===== src/rtl/arb_pkg.sv =====
// Shared types and helpers for the packet-lock arbiter stage.
package arb_pkg;

  typedef enum logic {ARB_IDLE, ARB_LOCKED} arb_state_e;

  // Width of a binary index into n requesters; never below one bit.
  function automatic int unsigned arb_idx_w(input int unsigned n);
    return (n > 1) ? $clog2(n) : 1;
  endfunction

endpackage


===== src/rtl/arb_grant_lock_onehot_enc.sv =====
// One-hot to binary index encoder; all-zero input encodes to 0.
module onehot_enc
  import arb_pkg::*;
#(
  parameter int unsigned SIZE = 4,
  localparam int unsigned IdxW = arb_idx_w(SIZE)
) (
  input  logic [SIZE-1:0] oh_i,
  output logic [IdxW-1:0] idx_o
);

  always_comb begin
    idx_o = '0;
    for (int unsigned i = 0; i < SIZE; i++) begin
      if (oh_i[i]) idx_o = idx_o | IdxW'(i);
    end
  end

endmodule


===== src/rtl/arb_grant_lock.sv =====
// Packet-lock stage: arbitrates via an external priority arbiter, then holds the
// output channel for the winner until its last beat. GRANT_LOCK_B2B_EN enables
// re-arbitration during the last-beat handshake so packets can run back to back.
module arb_grant_lock
  import arb_pkg::*;
#(
  parameter int unsigned SIZE   = 4,
  parameter int unsigned DATA_W = 32,
  localparam int unsigned IdxW  = arb_idx_w(SIZE)
) (
  input  logic                     clk,
  input  logic                     rst,
  input  logic [SIZE-1:0]          in_valid,
  input  logic [SIZE-1:0]          in_last,
  input  logic [SIZE*DATA_W-1:0]   in_data,
  output logic [SIZE-1:0]          in_ready,
  output logic [SIZE-1:0]          arb_req,
  input  logic [SIZE-1:0]          arb_gnt,
  output logic                     out_valid,
  output logic                     out_last,
  output logic [DATA_W-1:0]        out_data,
  input  logic                     out_ready,
  output logic [IdxW-1:0]          owner_idx,
  output logic                     busy
);

  arb_state_e      state_q, state_d;
  logic [SIZE-1:0] owner_q, owner_d;
  logic [IdxW-1:0] owner_idx_q, owner_idx_d;
  logic [IdxW-1:0] gnt_idx;
  logic            hs_last;

  onehot_enc #(
    .SIZE (SIZE)
  ) u_enc (
    .oh_i  (arb_gnt),
    .idx_o (gnt_idx)
  );

  // Datapath is a pure mux of the owner's lane; nothing is buffered.
  always_comb begin
    arb_req   = '0;
    in_ready  = '0;
    out_valid = 1'b0;
    out_last  = 1'b0;
    out_data  = '0;
    hs_last   = 1'b0;
    if (!rst) begin
      if (state_q == ARB_IDLE) begin
        arb_req = in_valid;
      end else begin
        out_valid = in_valid[owner_idx_q];
        out_last  = in_last[owner_idx_q];
        out_data  = in_data[owner_idx_q*DATA_W +: DATA_W];
        in_ready  = owner_q & {SIZE{out_ready}};
        hs_last   = out_valid & out_ready & out_last;
`ifdef GRANT_LOCK_B2B_EN
        // Departing owner is masked so it cannot win the next packet.
        if (hs_last) arb_req = in_valid & ~owner_q;
`endif
      end
    end
  end

  always_comb begin
    state_d     = state_q;
    owner_d     = owner_q;
    owner_idx_d = owner_idx_q;
    unique case (state_q)
      ARB_IDLE: begin
        if (|arb_gnt) begin
          state_d     = ARB_LOCKED;
          owner_d     = arb_gnt;
          owner_idx_d = gnt_idx;
        end
      end
      ARB_LOCKED: begin
        if (hs_last) begin
`ifdef GRANT_LOCK_B2B_EN
          if (|arb_gnt) begin
            owner_d     = arb_gnt;
            owner_idx_d = gnt_idx;
          end else begin
            state_d     = ARB_IDLE;
            owner_d     = '0;
            owner_idx_d = '0;
          end
`else
          state_d     = ARB_IDLE;
          owner_d     = '0;
          owner_idx_d = '0;
`endif
        end
      end
      default: begin
        state_d     = ARB_IDLE;
        owner_d     = '0;
        owner_idx_d = '0;
      end
    endcase
  end

  always_ff @(posedge clk or posedge rst) begin
    if (rst) begin
      state_q     <= ARB_IDLE;
      owner_q     <= '0;
      owner_idx_q <= '0;
    end else begin
      state_q     <= state_d;
      owner_q     <= owner_d;
      owner_idx_q <= owner_idx_d;
    end
  end

  assign busy      = (state_q == ARB_LOCKED);
  assign owner_idx = owner_idx_q;

  grant_onehot_a: assert property (@(posedge clk) disable iff (rst) $onehot0(arb_gnt));

endmodule


===== config.mk =====
export PLATFORM = sky130hd
export DESIGN_NAME = arb_grant_lock
export DESIGN_NICKNAME = d
export VERILOG_FILES = /design/src/rtl/arb_pkg.sv /design/src/rtl/arb_grant_lock_onehot_enc.sv /design/src/rtl/arb_grant_lock.sv
export SDC_FILE = /design/constraint.sdc
export NUM_CORES = 1
export LEC_CHECK = 0
export ABC_AREA = 1
export BUFFER_PORTS_ARGS = -buffer_cell sky130_fd_sc_hd__buf_2
export CORE_MARGIN = 2
export CORE_UTILIZATION = 31
export DETAILED_ROUTE_END_ITERATION = 6
export GPL_TIMING_DRIVEN = 1
export PLACE_DENSITY = 0.84
export SYNTH_ARGS = -nofsm -noshare
export SYNTH_HDL_FRONTEND = slang
export SYNTH_HIERARCHICAL = 1
export SYNTH_SLANG_ARGS = --single-unit
export TNS_END_PERCENT = 100

===== constraint.sdc =====
create_clock -name clk -period 1.1 [get_ports clk]
set_input_delay 0 -clock clk [delete_from_list [all_inputs] [get_ports clk]]
set_output_delay 0 -clock clk [all_outputs]
set_load 0.02 [all_outputs]

==> summary.txt, run 1 <==
Outcome
  – Outcome: complete, but fails checks
  – Failing checks: negative setup slack

Timing
  – Final Hold Fails: 0
  – Post-Route Setup TNS: -15.88 ns
  – Final setup skew: 0.000341 ns
  – Final WS setup: -0.486 ns
  – Tcrit/Tclk final: 144%
  – Fmax: about 630 MHz
  – Min cycle time layout: 1.59 ns
  – Worst-Margin Slew: 0.340 ns
  – Max-slew violations: 0
  – RSZ-0062 raised after global routing: yes
  – Setup violators final: 47
  – Relative slew slack: 77.3%

Placement
  – Routability Congestion: roughly 0.83
  – Setup Slack @ Placement: -0.240 ns
  – Final HPWL DP: 5.51 mm
  – IO buf count: 187
  – Placed Area: between 2000 and 3000 µm²
  – Dpl cells: around 590

Setup path
  – Critical path endpoint category: output port
  – WP data required: 1.10 ns
  – Startpoint types: flop
  – Arr. time, crit path: roughly 1.6 ns
  – Setup CP Type: reg2out
  – Worst Path Max Fanout: 7

Detailed routing
  – Initial drt markers: 168
  – Post-Route WL: about 8.5 mm
  – Routed WL per cell: 14.1 µm
  – Post-route DRC: 0
  – Routed Antenna Nets: 0
  – Routed vias: 3,061
  – Routed vias/inst: approximately 5
  – 1st-pass router iterations: 5

Clocking
  – CTS max path bufs: 2
  – TritonCTS Sinks: 7
  – TritonCTS Buffers: 3
  – Worst-path clk slew: 0.04 ns
  – CTS root buffer: clkbuf_8
  – Clk_lat worst skew: 0.22 ns
  – H-tree level count: 1
  – CTS tree: built

Synthesis
  – Post-synthesis area per instance: between 4 and 5 µm²
  – Post-Syn Area: 1650 µm²
  – Proportion of synthesized area in mux cells: 0%
  – Synth Area in Adders: 0%
  – Register area share after synthesis: 10.6%
  – Post-synthesis simple-gate area fraction: 46.3%
  – Largest family of logic cells by synthesized area: simple AND/OR/NAND/NOR gates
  – Seq cells post-synth: 7
  – Syn_nets: 479
  – Mapped Cells: 336
  – Post-synthesis compound-gate area fraction: 29.7%
  – Xor and xnor area share after synthesis: 0%
  – Synth Warn #: 6
  – Post-synth cell types: 21

Floorplan
  – Std cell rows: 26
  – Die span in x: 77.0 µm
  – Initial core utilization: 32.2%
  – Die span in y: 77.0 µm
  – IO Count: about 190
  – Die outline area: 5940 µm²
  – Core Area: ~5100 µm²

Min path
  – Worst Hold Class: in2reg

Global routing
  – First-pass GRT wire length: between 10 and 15 mm
  – Grt total ovfl: 0
  – Largest net degree at the start of global routing: 34
  – GRT Total Usage: 24.0%
  – Initial antenna violation count: 0
  – Vias in the first global route: 2,869

Finish
  – Diodes inserted: 0
  – Post-route insts no fill: 607
  – Final net count: 681
  – Share of cells above drive strength 1: 57.0%
  – # fillers: about 430
  – Multi-input combinational cell area: between 1500 and 2000 µm²
  – Post-route cell area: 3530 µm²
  – P&R area growth vs syn: 114%
  – FF/Latch Area: 179 µm²

Pwr
  – Total power: 5.54 mW
  – Peak VDD IR: 1.09 mV
  – Static Leak: roughly 1.8 nW
  – PD cells: 1570 nW/µm²

Flow run
  – Max-cap violations: 0
routing by layer:
metal  share of wire (%)  track usage, %  up-vias
met2                  52            47.8      185
li1                    -               -     1481
met1                  36            25.9     1373
met5                   0               0        -
met3                 8.8            3.53       22
met4                 2.5            6.79        0
critical path, stage by stage, from the launching register on:
cell and delay [ns]:
dfrtp_2 0.48, buf_6 0.16, clkbuf_16 0.16, nand2_4 0.07, nand3_4 0.07, buf_6 0.13
a21oi_4 0.15, buf_6 0.13
final timing paths:
| kind | slack (ns) | to | cells past startpoint | from |
|---|---|---|---|---|
| worst max register to register | -0.43 | owner_idx[1] | 8 | owner_idx[0] |
| worst min-delay path | 0.009 | owner_q[2] | 3 | arb_gnt[2] |
| worst max-delay path | -0.49 | out_valid | 7 | owner_idx[0] |
| max in group asynchronous | 0.32 | owner_idx[0] | 4 | rst |
| worst min register to register | 0.52 | owner_q[2] | 2 | owner_q[2] |
| min in group asynchronous | 0.51 | owner_q[0] | 4 | rst |
power breakdown:
part	leakage [nW]	switching, mW	internal, mW	total, mW
sequential	0.0833	0.120	0.362	0.483
clock	0.0228	0.119	0.252	0.370
combinational	1.72	2.53	2.15	4.68
cells in the final DEF, fill, tap and decap left out, drive strengths merged:
cell         count
nand3           11
buf            218
a21oi           34
clkbuf           7
dfrtp            7
inv             21
dlygate4sd3      1
nand2           33
nor2           141
o21ai           64
kinds of logic after synthesis:
| group | Yosys count |
|---|---|
| AO/OA/AOI/OAI | 98 |
| buffers and inverters | 46 |
| flip-flops | 7 |
| AND/OR/NAND/NOR | 185 |
state kept, by name, indices dropped and copies added, names as in the netlist:
signal     count
owner_q        4
busy           1
owner_idx      2
area by class of cell:
class,instances,share of cell area [%]
multi-input combinational,283,43.3
inverter,21,2.44
clock buffer,4,1.28
tap,70,2.48
sequential,7,5.07
timing repair buffer,222,45.5
cells in the mapped netlist:
cell,count,area share (%)
buf_2,3,0.91
o21ai_0,15,4.5
inv_1,19,4.3
nand2_2,6,2.3
nand2_1,26,5.9
clkbuf_2,2,0.61
clkbuf_1,10,2.3
dfrtp_1,7,11
inv_2,1,0.23
nand3_4,1,1.1
buf_6,2,1.4
buf_4,7,3.2
nand3_2,4,2.4
buf_1,1,0.23
nor2_2,1,0.38
inv_4,1,0.38
nor2_1,140,32
nand3_1,6,1.8
a21oi_1,34,10
o21ai_1,49,15
nand2_4,1,0.68
per-stage QoR:
step	utilization, %	hold slack [ns]
3_3_place_gp	57.4	0.0276
2_1_floorplan	-	-0.173
3_5_place_dp	57.4	0.0366
5_1_grt	68.7	0.0401
4_1_cts	61.5	0.00969
6_report	68.7	0.00882
what timing repair did:
item                                    in CTS  in global routing
gates cloned                                 1                  5
pin swaps                                    3                 27
endpoints found under the setup margin      49                 48
hold buffers                                 1                  0
resized for setup                           47                 79
setup buffers                                3                  6
endpoints found under the hold margin        7                  0
No activity file was read; power rests on OpenSTA's default activity.
==> run 2, diff against run 1 <==
--- a/config.mk
+++ b/config.mk
@@ -12,6 +12,7 @@
 export DETAILED_ROUTE_END_ITERATION = 6
 export GPL_TIMING_DRIVEN = 1
 export PLACE_DENSITY = 0.84
+export SKIP_LAST_GASP = 1
 export SYNTH_ARGS = -nofsm -noshare
 export SYNTH_HDL_FRONTEND = slang
 export SYNTH_HIERARCHICAL = 1
==> summary.txt, run 2 (synthesis results as in run 1) <==
Pwr
  – Comb pwr share: 82.8% (-1.8 points)
  – Sequential share of power: 9.7% (+1.0 points)
  – Switching power: 2.55 mW (-8.0%)
  – Static Leak: 1.74 nW (-4.7%)
  – Peak VDD IR: 0.983 mV (-9.4%)
  – Cell-internal power: 2.37 mW (-14%)
  – Switching share of power: 51.9% (+1.8 points)
  – Clk pwr share: 7.5% (+0.8 points)
  – Total power: 4.92 mW (-11%)
  – PD cells: 1520 nW/µm² (-3.3%)

Floorplan
  – Core Area: 5140 µm² (unchanged)
  – Initial core utilization: 32.2% (unchanged)
  – Die span in x: 77.0 µm (unchanged)
  – IO Count: 188 (unchanged)
  – Std cell rows: 26 (unchanged)
  – Die span in y: 77.0 µm (unchanged)
  – Die outline area: 5940 µm² (unchanged)

Setup path
  – WP data required: 1.10 ns (about the same)
  – Cell repeated most along the worst path: buf_4
  – Crit-path cells: inv_4 > buf_4 > nand2_2 > nand3_2 > buf_4 > a21oi_1 > buf_4
  – End of the worst register-to-register path: owner_idx[1]
  – Slowest CP cell: dfrtp_2
  – Crit path launch: owner_idx[0]
  – Worst Setup EP: out_valid
  – Worst Path Max Fanout: 5 (-2)
  – R2R Path Start: owner_idx[0]
  – Startpoint types: flop
  – Arr. time, crit path: 1.53 ns (-0.06 ns)
  – Setup CP Type: reg2out
  – R2R setup slack: -0.41 ns (+0.02 ns)
  – Critical path endpoint category: output port
  – Crit-path max cell delay: 0.47 ns (about the same)
  – R2R depth: 9 (+1)

Timing
  – Setup violators final: 46 (-2.1%)
  – Fmax: 653 MHz (+3.6%)
  – RSZ-0062 raised after global routing: yes
  – Max-slew violations: 0 (unchanged)
  – Tcrit/Tclk final: 139% (-5.0 points)
  – Relative slew slack: 75.7% (-1.5 points)
  – Worst-Margin Slew: 0.363 ns (+0.0231 ns)
  – Post-Route Setup TNS: -15.21 ns (+0.670 ns)
  – Final setup skew: 0.00175 ns (+0.00141 ns)
  – Min cycle time layout: 1.53 ns (-0.0549 ns)
  – Final Hold Fails: 0 (unchanged)
  – Final WS setup: -0.431 ns (+0.0549 ns)

Flow run
  – Max-cap violations: 0 (unchanged)

Outcome
  – Failing checks: negative setup slack
  – Outcome: complete, but fails checks

Clocking
  – TritonCTS Buffers: 3 (unchanged)
  – Worst-path clk slew: 0.04 ns (about the same)
  – Clk_lat worst skew: 0.22 ns (about the same)
  – CTS max path bufs: 2 (unchanged)
  – CTS root buffer: clkbuf_8
  – CTS tree: built
  – TritonCTS Sinks: 7 (unchanged)
  – H-tree level count: 1 (unchanged)

Detailed routing
  – Met2 WL: 3.99 mm (-11%)
  – Routed WL per cell: 12.8 µm (-9.0%)
  – Highest routed layer: met4
  – 1st-pass router iterations: 4 (-1)
  – Post-route DRC: 0 (unchanged)
  – Routed vias: 2,949 (-3.7%)
  – Wire length on met1: 2.88 mm (-7.2%)
  – Post-Route WL: 7.68 mm (-10%)
  – Routed vias/inst: 4.92 (-2.5%)
  – Routed Antenna Nets: 0 (unchanged)
  – Initial drt markers: 98 (-42%)
  – Metal3 WL: 680 µm (-9.1%)

Global routing
  – GRT Total Usage: 23.7% (-0.32 points)
  – Largest net degree at the start of global routing: 34 (unchanged)
  – Initial antenna violation count: 0 (unchanged)
  – First-pass GRT wire length: 12.0 mm (-1.2%)
  – Grt total ovfl: 0 (unchanged)
  – Vias in the first global route: 2,826 (-1.5%)

Finish
  – Most common cell after layout, fill and taps aside: buf_2
  – P&R area growth vs syn: 96.1%
  – Most frequent cells in the layout: buf_2, nor2_1, o21ai_1
  – Share of cells above drive strength 1: 52.6% (-4.3 points)
  – Diodes inserted: 0 (unchanged)
  – Final net count: 674 (-1.0%)
  – Number of flip-flops in the largest register: 4 (unchanged)
  – Top reg by flops: owner_q

Placement
  – Routability Congestion: 0.832 (unchanged)
  – Final HPWL DP: 5.51 mm (unchanged)
  – IO buf count: 187 (unchanged)

Min path
  – Worst Hold Class: in2reg
## run 2: cell types whose count changed in the layout (fill, tap and decap cells not counted), sizes merged
cell / previous run / this run
clkbuf: 7 / 6
buf: 218 / 212
## run 2: cell type report
class	count	area, µm²
Tap cell	70	87.6
Sequential cell	7	179
Inverter	21	83.8
Fill cell	469	1900
Clock buffer	4	45.0
Timing Repair Buffer	215	1400
Multi-Input combinational cell	283	1450
## run 2: layer usage
metal	track usage, %	vias to the layer above
met1	25.9	1303
met3	3.76	16
met2	46.4	165
met4	6.96	0
li1	-	1465
met5	0	-
## run 2: worst min path at each step
stage | from | depth (start not counted) | to
floorplan | rst | 1 | owner_q[0]
global placement | rst | 3 | owner_q[1]
detailed placement | rst | 3 | owner_q[1]
CTS | arb_gnt[2] | 3 | owner_q[2]
global route | arb_gnt[2] | 3 | owner_q[2]
finish | arb_gnt[2] | 3 | owner_q[2]
## run 2: power by group through the flow
stage | logic (mW) | registers, mW | clock network [mW]
2_1_floorplan | 2.40 | 0.453 | 0
3_3_place_gp | 3.59 | 0.451 | 0
3_5_place_dp | 3.68 | 0.453 | 0
4_1_cts | 3.85 | 0.465 | 0.368
5_1_grt | 4.47 | 0.489 | 0.384
6_report | 4.07 | 0.478 | 0.370
## run 2: stage by stage
step / area [µm²] / hold slack, ns / setup WS [ns] / instances / util [%]
detailed placement: 2950 / 0.0366 / -0.240 / 588 / 57.4
floorplan: 1800 / -0.173 / -0.198 / 336 / -
global placement: 2950 / 0.0276 / -0.159 / 588 / 57.4
global route: 3240 / 0.0401 / -0.516 / 600 / 63.1
finish: 3240 / 0.00764 / -0.431 / 600 / 63.1
CTS: 3100 / 0.00969 / -0.402 / 596 / 60.4
## run 2: timing repair
item / in CTS / in global routing
endpoints found under the hold margin: 7 / 0
pin swaps: 3 / 3
hold buffers: 1 / 0
resized for setup: 21 / 23
setup endpoints to repair: 49 / 48
gates cloned: 1 / 3
buffers inserted: 3 / 1
## run 2: critical path: cells and delay by family (launching register included)
kind | cells | cell delay [ns]
AOI/OAI and AO/OA | 1 | 0.15
and+or+nand+nor | 2 | 0.12
buffers and inverters | 4 | 0.57
DFF | 1 | 0.47
